[src/rtl/rule90_seed_loader_pkg.sv]
// Shared types and default geometry for the Rule 90 seed loader.
// Latency: n/a (declarations only).
// Backpressure: n/a (declarations only).
package rule90_pkg;

    localparam int CELLS  = 512;
    localparam int WORD_W = 32;
    localparam int WORDS  = CELLS / WORD_W;
    localparam int IDX_W  = $clog2(WORDS);

    typedef enum logic {S_FILL, S_LOAD} loader_state_t;

    typedef logic [CELLS-1:0] cells_t;

endpackage

[src/rtl/rule90_seed_loader_if.sv]
// Narrow seed-word stream into the loader (valid/ready, one word per handshake).
// Latency: n/a (wires only).
// Backpressure: the slave deasserts in_ready; the master holds its word until accepted.
//
// Signals:
//   in_valid  master->slave  word available
//   in_data   master->slave  seed word, word k of a frame lands on cells [k*WORD_W +: WORD_W]
//   in_last   master->slave  final word of a frame
//   in_ready  slave->master  word accepted on a posedge where in_valid && in_ready
interface rule90_seed_loader_if #(
    parameter int WORD_W = 32
);
    logic              in_valid;
    logic [WORD_W-1:0] in_data;
    logic              in_last;
    logic              in_ready;

    modport master (output in_valid, in_data, in_last, input in_ready);
    modport slave  (input in_valid, in_data, in_last, output in_ready);
endinterface

[src/rtl/rule90_seed_loader_gen_counter.sv]
// Saturating generation counter with synchronous clear.
// Latency: count reflects clear/increment one cycle after the posedge that samples it.
// Backpressure: none; increments every cycle not cleared, sticks at all-ones.
//
// Ports: clk, reset (sync, active-high), clear (sync), count (GEN_W).
module rule90_gen_counter #(
    parameter int GEN_W = 16
) (
    input  logic             clk,
    input  logic             reset,
    input  logic             clear,
    output logic [GEN_W-1:0] count
);

    always_ff @(posedge clk) begin
        if (reset || clear) begin
            count <= '0;
        end else if (count != '1) begin
            count <= count + 1'b1;
        end
    end

endmodule

[src/rtl/rule90_seed_loader.sv]
// Assembles a CELLS-wide seed from a word stream and presents it to the automaton as load/data.
// Latency: load rises the cycle after the final word's handshake and stays high LOAD_HOLD cycles.
// Backpressure: in_ready is low for the whole LOAD phase (and in reset); no path from in_valid.
//
// Ports:
//   clk, reset      single clock, synchronous active-high reset
//   s (slave)       in_valid/in_data/in_last/in_ready word stream
//   load, data      automaton overwrite strobe and committed seed
//   busy            high while in LOAD
//   err_short       one-cycle pulse when a frame ends early and is dropped
//   gen_count       generations since load fell, saturating
module rule90_seed_loader #(
    parameter int WORD_W    = 32,
    parameter int CELLS     = 512,
    parameter int LOAD_HOLD = 1,
    parameter int GEN_W     = 16
) (
    input  logic                clk,
    input  logic                reset,
    rule90_seed_loader_if.slave s,
    output logic                load,
    output logic [CELLS-1:0]    data,
    output logic                busy,
    output logic                err_short,
    output logic [GEN_W-1:0]    gen_count
);
    import rule90_pkg::*;

    localparam int FRAME_WORDS = CELLS / WORD_W;
    localparam int FIDX_W      = (FRAME_WORDS > 1) ? $clog2(FRAME_WORDS) : 1;
    localparam int HOLD_W      = 3;

    loader_state_t      state;
    logic [FIDX_W-1:0]  idx;
    logic [CELLS-1:0]   staging;
    logic [CELLS-1:0]   staging_wr;
    logic [HOLD_W-1:0]  hold_cnt;
    logic               in_ready_q;

    logic accept;
    logic last_word;
    logic commit;
    logic gen_clear;

    assign s.in_ready = in_ready_q;
    assign accept     = s.in_valid && in_ready_q;
    assign last_word  = (idx == FIDX_W'(FRAME_WORDS - 1));
    assign commit     = (state == S_FILL) && accept && last_word;

    // Clearing on the commit edge as well as while load is high keeps gen_count
    // at zero for every load-high cycle and for the first cycle after load falls.
    assign gen_clear  = commit || load;

    // Staging with the current word merged in; used both for the running
    // write and for the full-frame commit so the last word reaches data directly.
    always_comb begin
        staging_wr = staging;
        staging_wr[idx*WORD_W +: WORD_W] = s.in_data;
    end

    always_ff @(posedge clk) begin
        if (reset) begin
            state      <= S_FILL;
            idx        <= '0;
            staging    <= '0;
            hold_cnt   <= '0;
            in_ready_q <= 1'b0;
            load       <= 1'b0;
            busy       <= 1'b0;
            err_short  <= 1'b0;
            data       <= '0;
        end else begin
            err_short <= 1'b0;
            case (state)
                S_FILL: begin
                    in_ready_q <= 1'b1;
                    if (accept) begin
                        if (last_word) begin
                            // in_last is deliberately ignored on the final word.
                            staging    <= staging_wr;
                            data       <= staging_wr;
                            idx        <= '0;
                            state      <= S_LOAD;
                            load       <= 1'b1;
                            busy       <= 1'b1;
                            in_ready_q <= 1'b0;
                            hold_cnt   <= HOLD_W'(LOAD_HOLD - 1);
                        end else if (s.in_last) begin
                            // Early end: drop the frame, leave data/load alone.
                            idx       <= '0;
                            err_short <= 1'b1;
                        end else begin
                            staging <= staging_wr;
                            idx     <= idx + 1'b1;
                        end
                    end
                end
                S_LOAD: begin
                    if (hold_cnt == '0) begin
                        state      <= S_FILL;
                        load       <= 1'b0;
                        busy       <= 1'b0;
                        in_ready_q <= 1'b1;
                    end else begin
                        hold_cnt <= hold_cnt - 1'b1;
                    end
                end
                default: state <= S_FILL;
            endcase
        end
    end

    rule90_gen_counter #(
        .GEN_W (GEN_W)
    ) u_gen_counter (
        .clk   (clk),
        .reset (reset),
        .clear (gen_clear),
        .count (gen_count)
    );

endmodule

[src/flat_wrapper.sv]
// flat-port wrapper written by rule: the top's interface ports become plain ports
module rule90_seed_loader_flat import rule90_pkg::*;
#(
    parameter int WORD_W    = 32,
    parameter int CELLS     = 512,
    parameter int LOAD_HOLD = 1,
    parameter int GEN_W     = 16
)
  (clk, reset, load, data, busy, err_short, gen_count, s_in_valid, s_in_data, s_in_last, s_in_ready);
  rule90_seed_loader_if #(.WORD_W(WORD_W)) s_i ();
  input  logic clk;
  input  logic reset;
  output logic load;
  output logic [CELLS-1:0] data;
  output logic busy;
  output logic err_short;
  output logic [GEN_W-1:0] gen_count;
  input wire logic [$bits(s_i.in_valid)-1:0] s_in_valid;
  input wire logic [$bits(s_i.in_data)-1:0] s_in_data;
  input wire logic [$bits(s_i.in_last)-1:0] s_in_last;
  output wire logic [$bits(s_i.in_ready)-1:0] s_in_ready;
  assign s_i.in_valid = s_in_valid;
  assign s_i.in_data = s_in_data;
  assign s_i.in_last = s_in_last;
  assign s_in_ready = s_i.in_ready;
  rule90_seed_loader #(.WORD_W(WORD_W), .CELLS(CELLS), .LOAD_HOLD(LOAD_HOLD), .GEN_W(GEN_W)) u_core (.clk(clk), .reset(reset), .s(s_i), .load(load), .data(data), .busy(busy), .err_short(err_short), .gen_count(gen_count));
endmodule
[config.mk]
export PLATFORM = sky130hd
export DESIGN_NAME = rule90_seed_loader_flat
export DESIGN_NICKNAME = d
export VERILOG_FILES = /design/src/rtl/rule90_seed_loader_pkg.sv /design/src/rtl/rule90_seed_loader_if.sv /design/src/rtl/rule90_seed_loader_gen_counter.sv /design/src/rtl/rule90_seed_loader.sv /design/src/flat_wrapper.sv
export SDC_FILE = /design/constraint.sdc
export NUM_CORES = 2
export LEC_CHECK = 0
export ABC_CLOCK_PERIOD_IN_PS = 5090
export BUFFER_PORTS_ARGS = -buffer_cell sky130_fd_sc_hd__clkbuf_2
export CORE_MARGIN = 1
export CORE_UTILIZATION = 40
export DETAILED_ROUTE_END_ITERATION = 10
export PLACE_DENSITY = 0.56
export RECOVER_POWER = 50
export SYNTH_ARGS = -nofsm -noshare
export SYNTH_HDL_FRONTEND = slang
export SYNTH_SLANG_ARGS = --single-unit
[constraint.sdc]
create_clock -name clk -period 5.09 [get_ports clk]
set_input_delay 1.018 -clock clk [delete_from_list [all_inputs] [get_ports clk]]
set_output_delay 1.018 -clock clk [all_outputs]
set_load 0.1 [all_outputs]
==> metrics <==
transition at the pin with the smallest max-transition slack 2.819 ns; number of synthesized flops with an enable pin 0; type of the worst setup path in -> reg; site row count 120; Crit path required time 5.67 ns; layout filler cell count ~11000; Worst Hold Margin 0.4503 ns; share of the core filled with cells in the final layout between 40% and 50%; total number of clock tree sinks between 1000 and 1500; number of global-route vias before repair 35244; Worst Clk Skew approximately 0.023 ns; power per standard cell area 345.6 nW/um^2; Initial Util around 40%; maximum fanout count along the critical path 43; highest signal layer in the routed design met5; Max-Cap Viols 10; average instance area after synthesis 9.071 sq um; Slew Limit Fails 528; kind of launch point of the worst setup path input pin; Horiz. Die Dim 330.8 um; die area 109400 sq um; number of detailed-route iterations in the first pass 7; post-synthesis compound-gate area fraction 21.44%; DRC violation count after routing 0; Congestion Overflow GR 0; flip-flop cell with the highest count after synthesis dfxtp_1; cell count after placement 6295; wire length per cell after detailed routing 25.18 um; distinct cell type count of the synthesized netlist 71; total number of vias 38079; global placement routability congestion approximately 0.82; non-filler cells in the finished layout 6506; Skew-Pair Late Insertion Delay 0.71 ns; clock tree root buffer cell clkbuf_16; final critical delay including setup and external delays ~4.4 ns; Metal-1 WL 72470 um; Via density 5.853; instance count of the mapped netlist 4766; top-area cell type share of the netlist area 48.67%; global-route usage over all layers 28.70%; Antenna Nets Post-Route 0; CTS-repair resized insts 0; TritonCTS clock tree yes; share of synthesized registers carrying an async set or reset 0%; category of the worst setup path capture point register; top cells by instance count after synthesis dfxtp_1, nand2_1, mux2i_1; CP delay by family, top buffers and inverters; overall die height roughly 330 um; netlist area before placement 43230 sq um; synthesized netlist net count 4808; Buf+Inv Stages, Crit Path 2; Clock Pin Slew Worst Setup and Hold Paths 0.06 ns; Net count, final 5051; main combinational cell family by area after synthesis compound AO/OA/AOI/OAI gates; arrival time at the worst endpoint roughly 5.0 ns; sequential area share after synthesis 48.67%; fraction of final layout cells with drive strength greater than 1 approximately 10%; final setup vio count 0; Core ar. about 110000 sq um; RSZ-0062 raised after global routing false; number of register bits inferred by synthesis 1051; crit-path cells clkbuf_2 > and3b_1 > clkbuf_1 > a21oi_1 > and2_1 > a211o_1; xor/xnor share of the synthesized area less than 1%; worst-case vdd ir drop 0.0002644 V; pin count of the biggest net entering global routing 171; cell taking the most area after synthesis dfxtp_1; wire length of the first global-routing pass between 200000 and 250000 um; clock tree buffer depth 3; maximum achievable frequency 0.2256 GHz; most used standard cell by instance count after synthesis dfxtp_1; I/O pin count 568; violated checks capacitance limit, slew limit; synthesis warning total 0; met2 routed wirelength 73260 um; routed length on met3 12070 um; max incr delay on CP 2.00 ns; number of buffers inserted during clock tree synthesis 115; area delta synth->final 14.75%; arithmetic-cell share of the synthesized area counting full adders, half adders and majority gates less than 1%; worst rel slew slack -87.93%; Clock H-tree levels 3; Post-Synth Simple-Gate Area 15.45%; number of antenna violations at the first check in global routing 10; post-CTS setup buffer count 0; run status finished, violations left; Static Leak roughly 18 nW; HPWL after detailed placement 100000 um; final hold violation count 0; type of the tightest min-delay check reg -> reg; share of the clock period used by the worst path after layout around 87%; biggest area contributors in the synthesized netlist dfxtp_1, mux2i_1, nand2_1; number of DRC violations after detailed-routing iteration 0 3606; Routed WL ~160000 um; hold buffer count at cts 0; PortBufs around 570; share of synthesized area spent on multiplexers 8.938%; Critical Path Slowest Stage Cell clkbuf_1; TNS Setup 0 ns
[per-layer routing]
metal  track usage [%]  up-vias
met4             10.92        2
li1                  -    17720
met5                 0        -
met3             5.947      240
met1             39.38    18798
met2             44.08     1319
[flip-flops by register name (all words and copies together), names as in the netlist]
signal                      count
u_core.hold_cnt                 3
u_core.idx                      4
u_core.s.in_ready               1
u_core.state                    1
u_core.busy                     1
u_core.u_gen_counter.count     16
u_core.data                   512
u_core.err_short                1
u_core.staging                512
[cells by family (layout without fill, tap and decap cells)]
| group | count (synthesis) | in the layout |
|---|---|---|
| simple gates | 1479 | 1479 |
| compound gates | 1302 | 1302 |
| flops | 1051 | 1051 |
| buf+inv | 538 | 871 |
| mux | 386 | 386 |
| fa+ha+maj | 6 | 6 |
| xor+xnor | 4 | 4 |
| other cells | 0 | 4 |
[power by group]
group	internal, mW	total, mW	switching, mW
combinational	0.0637	0.503	0.439
sequential	8.24	8.25	0.00867
clock	4.89	8.40	3.50
[layout by cell type (no fill, tap or decap), types with 139 or more instances in the layout]
cell	synthesis	final
nand3_1	286	283
nor3_1	140	139
o21ai_0	152	154
nor2_1	265	263
nand2_1	608	605
mux2i_1	386	386
a21oi_1	251	252
a211oi_1	243	243
dfxtp_1	1051	1050
clkbuf_1	375	578
[per-stage QoR]
| stage | worst slack (ns) | instance area [sq um] | power [mW] |
|---|---|---|---|
| 2_1_floorplan | 2.393 | 43230 | 8.684 |
| 3_3_place_gp | 1.224 | 46680 | 8.927 |
| 3_5_place_dp | 1.228 | 46680 | 8.927 |
| 4_1_cts | 1.335 | 50430 | 17.26 |
| 5_1_grt | 0.5405 | 49600 | 17.61 |
| 6_report | 0.6568 | 49610 | 17.14 |
[worst register-to-register path: cells and delay by family (launching register included)]
| kind | cells | cell delay, ns |
|---|---|---|
| flip-flops | 1 | 0.38 |
| AND/OR/NAND/NOR | 2 | 0.74 |
| AO/OA/AOI/OAI | 2 | 1.17 |
| buffers and inverters | 1 | 2.00 |
[path summary, 6_finish.rpt]
kind                                          start          endpoint  slack (ns)  depth (start not counted)
worst max-delay path                     s_in_valid  u_core.data[252]        0.66                          6
worst min-delay path            u_core.staging[173]  u_core.data[173]        0.45                          2
worst max register to register         u_core.state  u_core.data[252]        0.69                          5
worst min register to register  u_core.staging[173]  u_core.data[173]        0.45                          2
[final cells by class]
cell class	instances	area, sq um	area share [%]
clock buffer	181	3428	6.911
multi-input combinational	3177	20130	40.57
sequential	1051	21040	42.42
tap	1403	1755	3.539
inverter	8	37.54	0.07567
clock inverter	26	319.1	0.6432
timing repair buffer	656	2888	5.821
antenna	4	10.01	0.02018
Note: power is estimated with default switching activity, not from simulation.
